--- src/rtl/piso_serializer_if.sv ---
// piso_serializer_if: valid/ready word handshake into the serializer.
// The master presents a word; the slave signals when it can take one.
interface piso_serializer_if #(
    parameter int WIDTH = 8
);
    logic             in_valid;
    logic [WIDTH-1:0] in_data;
    logic             in_ready;

    modport master (
        output in_valid,
        output in_data,
        input  in_ready
    );

    modport slave (
        input  in_valid,
        input  in_data,
        output in_ready
    );
endinterface

--- src/rtl/piso_serializer.sv ---
// piso_serializer: parallel-in serial-out transmitter with valid/ready input.
// Each bit is held BIT_CYCLES clocks; frame brackets the data bits.
module piso_serializer #(
    parameter int WIDTH      = 8,
    parameter int BIT_CYCLES = 1,
    parameter bit MSB_FIRST  = 1'b1
) (
    input  logic             clk,
    input  logic             rst_n,
    piso_serializer_if.slave in_if,
    output logic             serial_out,
    output logic             frame,
    output logic             done
);
    localparam int BW = $clog2(WIDTH);
    localparam int CW = (BIT_CYCLES > 1) ? $clog2(BIT_CYCLES) : 1;
    localparam logic [BW-1:0] BIT_LAST = BW'(WIDTH - 1);
    localparam logic [CW-1:0] CYC_LAST = CW'(BIT_CYCLES - 1);

    typedef enum logic {
        IDLE,
        SHIFT
    } state_t;

    state_t           state;
    state_t           state_nxt;
    logic [WIDTH-1:0] sreg;
    logic [WIDTH-1:0] sreg_nxt;
    logic [BW-1:0]    bit_cnt;
    logic [BW-1:0]    bit_cnt_nxt;
    logic [CW-1:0]    cyc_cnt;
    logic [CW-1:0]    cyc_cnt_nxt;
    logic             serial_nxt;
    logic             frame_nxt;
    logic             done_nxt;
    logic             accept;

    assign in_if.in_ready = (state == IDLE);
    assign accept         = in_if.in_valid && (state == IDLE);

    function automatic logic head_bit(input logic [WIDTH-1:0] w);
        return MSB_FIRST ? w[WIDTH-1] : w[0];
    endfunction

    // Move the next bit in send order into the output position.
    function automatic logic [WIDTH-1:0] advance(input logic [WIDTH-1:0] w);
        return MSB_FIRST ? {w[WIDTH-2:0], 1'b0} : {1'b0, w[WIDTH-1:1]};
    endfunction

    always_comb begin
        state_nxt   = state;
        sreg_nxt    = sreg;
        bit_cnt_nxt = bit_cnt;
        cyc_cnt_nxt = cyc_cnt;
        serial_nxt  = serial_out;
        frame_nxt   = frame;
        done_nxt    = 1'b0;
        unique case (state)
            IDLE: begin
                if (accept) begin
                    state_nxt   = SHIFT;
                    sreg_nxt    = in_if.in_data;
                    bit_cnt_nxt = BIT_LAST;
                    cyc_cnt_nxt = CYC_LAST;
                    serial_nxt  = head_bit(in_if.in_data);
                    frame_nxt   = 1'b1;
                end
            end
            SHIFT: begin
                if (cyc_cnt != '0) begin
                    cyc_cnt_nxt = cyc_cnt - 1'b1;
                end else if (bit_cnt != '0) begin
                    sreg_nxt    = advance(sreg);
                    serial_nxt  = head_bit(advance(sreg));
                    bit_cnt_nxt = bit_cnt - 1'b1;
                    cyc_cnt_nxt = CYC_LAST;
                end else begin
                    state_nxt  = IDLE;
                    serial_nxt = 1'b0;
                    frame_nxt  = 1'b0;
                    done_nxt   = 1'b1;
                end
            end
        endcase
    end

    always_ff @(posedge clk or negedge rst_n) begin
        if (!rst_n) begin
            state      <= IDLE;
            sreg       <= '0;
            bit_cnt    <= '0;
            cyc_cnt    <= '0;
            serial_out <= 1'b0;
            frame      <= 1'b0;
            done       <= 1'b0;
        end else begin
            state      <= state_nxt;
            sreg       <= sreg_nxt;
            bit_cnt    <= bit_cnt_nxt;
            cyc_cnt    <= cyc_cnt_nxt;
            serial_out <= serial_nxt;
            frame      <= frame_nxt;
            done       <= done_nxt;
        end
    end
endmodule

--- src/flat_wrapper.sv ---
// flat-port wrapper written by rule: the top's interface ports become plain ports
module piso_serializer_flat 
#(
    parameter int WIDTH      = 8,
    parameter int BIT_CYCLES = 1,
    parameter bit MSB_FIRST  = 1'b1
)
  (clk, rst_n, serial_out, frame, done, in_if_in_valid, in_if_in_data, in_if_in_ready);
  piso_serializer_if #(.WIDTH(WIDTH)) in_if_i ();
  input  logic clk;
  input  logic rst_n;
  output logic serial_out;
  output logic frame;
  output logic done;
  input wire logic [$bits(in_if_i.in_valid)-1:0] in_if_in_valid;
  input wire logic [$bits(in_if_i.in_data)-1:0] in_if_in_data;
  output wire logic [$bits(in_if_i.in_ready)-1:0] in_if_in_ready;
  assign in_if_i.in_valid = in_if_in_valid;
  assign in_if_i.in_data = in_if_in_data;
  assign in_if_in_ready = in_if_i.in_ready;
  piso_serializer #(.WIDTH(WIDTH), .BIT_CYCLES(BIT_CYCLES), .MSB_FIRST(MSB_FIRST)) u_core (.clk(clk), .rst_n(rst_n), .in_if(in_if_i), .serial_out(serial_out), .frame(frame), .done(done));
endmodule
--- config.mk ---
export PLATFORM = sky130hd
export DESIGN_NAME = piso_serializer_flat
export DESIGN_NICKNAME = d
export VERILOG_FILES = /design/src/rtl/piso_serializer_if.sv /design/src/rtl/piso_serializer.sv /design/src/flat_wrapper.sv
export SDC_FILE = /design/constraint.sdc
export NUM_CORES = 1
export LEC_CHECK = 0
export BUFFER_PORTS_ARGS = -buffer_cell sky130_fd_sc_hd__buf_2
export CORE_MARGIN = 2
export CORE_UTILIZATION = 46
export CTS_CLUSTER_SIZE = 14
export DETAILED_ROUTE_END_ITERATION = 8
export MAX_ROUTING_LAYER = met4
export PLACE_DENSITY = 0.71
export SYNTH_ARGS = -nofsm -noshare
export SYNTH_HDL_FRONTEND = slang
export SYNTH_SLANG_ARGS = --single-unit
export TNS_END_PERCENT = 100
--- constraint.sdc ---
create_clock -name clk -period 1.2 [get_ports clk]
set_input_delay 0.24 -clock clk [delete_from_list [all_inputs] [get_ports clk]]
set_output_delay 0.24 -clock clk [all_outputs]
set_load 0.05 [all_outputs]
==> impl_results.md <==
- Worst Path Class, Setup: register to register
- RSZ-0062 raised after global routing: yes
- GPL Wtd Cong: 0.732
- Crit end category: register
- Fillers: 105
- Drt pass-1 iters: 4
- Startpoint Class: register
- Die area: 1920 um^2
- Most frequent cells in the layout: buf_4 (15), dfrtp_1 (13), buf_2 (12)
- Area growth syn-to-layout: 43.8%
- Global Route Usage Sum: 20.1%
- Commonest non-fill, non-tap cell in the layout: buf_4
- TritonCTS clock tree: built
- Largest net degree at the start of global routing: 15
- Fmax achieved: 786 MHz
- Failing checks: setup timing
- Yosys cell types: 23
- Worst-margin pin slew: 0.335 ns
- Final instance area: 1050 um^2
- Final Hold Vio Count: 0
- Yosys warns: 0
- Initial Util: 49.1%
- Slew Limit Fails: 0
- Layout cell share with drive strength beyond 1: 54.4%
- Endpoints failing setup: 8
- Synth Register Bits: 14
- Grt ovf: 0
- First-pass GRT wire length: 2680 um
- Die Width: 43.9 um
- Worst Path Arrival: 1.45 ns
- ANT cells: 0
- Vias per inst: 5.51
- Worst Path Max Fanout: 5
- Core ar.: 1490 um^2
- Cell Rows: 14
- Post-DP Area: 876 um^2
- WL/cell: 14.4 um
- Critical-path top delay cell: dfrtp_1
- Hold WC Path Type: primary input to register
- R2R setup slack: -0.07 ns
- Nets: 117
- Number of port buffers: 14
- Htree depth: 1
- Util after Layout: 70.6%
- Seq/Total Area, Yosys: 47.9%
- DRC: 0
- 1st-iter DRT viols: 15
- CTS Buf Count: 3
- Worst setup margin: -0.0725 ns
- Clock buffer depth: 2
- Hpwl dp: 1030 um
- Clk Latency, worst-skew pair: 0.28 ns
- Status: complete, but fails checks
- Initial antenna violation count: 0
- Clk_skew: 0.00760 ns
- Final worst path period need: 1.27 ns
- Post-Route WL: 1720 um
- Boundary Pins: 15
- Clock-pin slew on the worst setup and hold paths: 0.09 ns
- Power per standard cell area: 2580 nW/um^2
- Clock sink count: 14
- Root buffer cell: clkbuf_4
- Mean Syn Cell Area: 10.3 um^2
- CP Data Required Time: 1.37 ns
- Worst hold stages: 3
- Syn nets: 84
- Final Non-Filler Cells: 119
- Peak supply drop: 1.35 mV
- Crit path cell chain: inv_2, ha_4, nor2b_4, a21oi_4, o21a_1
- Fraction of the cycle the final worst path needs: 106%
- Number of global-route vias before repair: 617
- Antenna Nets Post-Route: 0
- Rel. slew slack: 77.6%
- Max-cap viol count: 0
- Dpl cells: 107
- Leak Pwr: 0.509 nW
- CP peak stage delay: 0.40 ns
- Gate Count Post-Synth: 71
- Cell Area, Synth: 731 um^2
- Die height: 43.9 um
- Reg2reg path depth: 5
- Via count: 656
[critical path, delay by kind of cell, from the launching register on]
family | cells | cell delay, ns
fa+ha+maj | 1 | 0.15
simple gates | 1 | 0.26
flops | 1 | 0.40
compound gates | 2 | 0.27
buf+inv | 1 | 0.09
[area by class of cell]
cell class | count | area (um^2) | area share (%)
Tap cell | 16 | 20.0 | 1.90
Inverter | 4 | 15.0 | 1.43
Multi-Input combinational cell | 48 | 389 | 37.0
Sequential cell | 14 | 352 | 33.5
Timing Repair Buffer | 33 | 239 | 22.7
Clock buffer | 4 | 36.3 | 3.45
[cells in the mapped netlist]
master	number	area share, %
dfrtp_1	14	48
a32oi_1	5	6.0
inv_1	3	1.5
mux2i_1	2	2.7
nand2b_4	1	1.9
a21oi_1	1	0.68
ha_1	2	3.4
o221ai_1	1	1.2
nand2_1	8	4.1
nor2b_4	1	1.9
buf_6	2	3.1
a2bb2oi_2	1	2.1
inv_2	1	0.51
o22ai_1	2	1.7
buf_4	1	1.0
buf_2	2	1.4
o21a_1	2	2.1
a21oi_4	1	2.2
o211ai_1	1	1.0
nor2b_2	1	1.2
nand3_1	13	8.9
nor2_2	1	0.86
nor2_1	5	2.6
[worst paths after layout]
kind,end,startpoint
worst min-delay path,u_core.sreg[4],in_if_in_data[4]
max in group asynchronous,u_core.state,rst_n
worst max-delay path,u_core.bit_cnt[0],u_core.bit_cnt[0]
worst min register to register,u_core.frame,u_core.frame
min in group asynchronous,u_core.done,rst_n
worst max register to register,u_core.bit_cnt[0],u_core.bit_cnt[0]
[per-stage QoR]
step                      setup TNS [ns]  worst slack (ns)  hold slack [ns]  power [W]
after floorplan                        0            0.0125          -0.0556    0.00169
after global placement          -0.00299          -0.00146            0.153    0.00198
after detailed placement          -0.124           -0.0247            0.155    0.00202
after CTS                        -0.0512           -0.0130            0.171    0.00249
after global routing              -0.897            -0.112            0.168    0.00289
final                             -0.406           -0.0725            0.177    0.00271
[power breakdown]
group,total [W],switching (W),internal [W],leakage [nW]
logic,0.00155,0.000787,0.000762,0.311
clock network,0.000347,0.000163,0.000185,0.0210
registers,0.000818,0.000152,0.000666,0.177
[sequential cells by signal, summed over array words and instances (netlist names)]
| signal | cells |
|---|---|
| u_core.sreg | 7 |
| u_core.serial_out | 1 |
| u_core.bit_cnt | 3 |
| u_core.done | 1 |
| u_core.state | 1 |
| u_core.frame | 1 |
[routing by layer]
metal / global-route usage (%) / wire length, um / share of wire (%)
met5: - / 0 / 0
met4: 10.9 / 9 / 0.52
met3: 5.42 / 76 / 4.4
met2: 28.5 / 827 / 48
met1: 25.7 / 804 / 47
[logic make-up after synthesis]
| logic type | synth area share, % |
|---|---|
| adder cells (fa/ha/maj) | 3.42 |
| AO/OA/AOI/OAI | 17.0 |
| multiplexers | 2.74 |
| flip-flops | 47.9 |
| AND/OR/NAND/NOR | 21.4 |
| buffers and inverters | 7.53 |
[what timing repair did]
item                                    CTS  global route
hold endpoints to repair                 14             0
endpoints found under the setup margin    8            12
pin swaps                                 0             7
hold buffers                              1             0
gates resized for setup                   2            16
setup buffers                             5             2
Note: power is estimated with default switching activity, not from simulation.
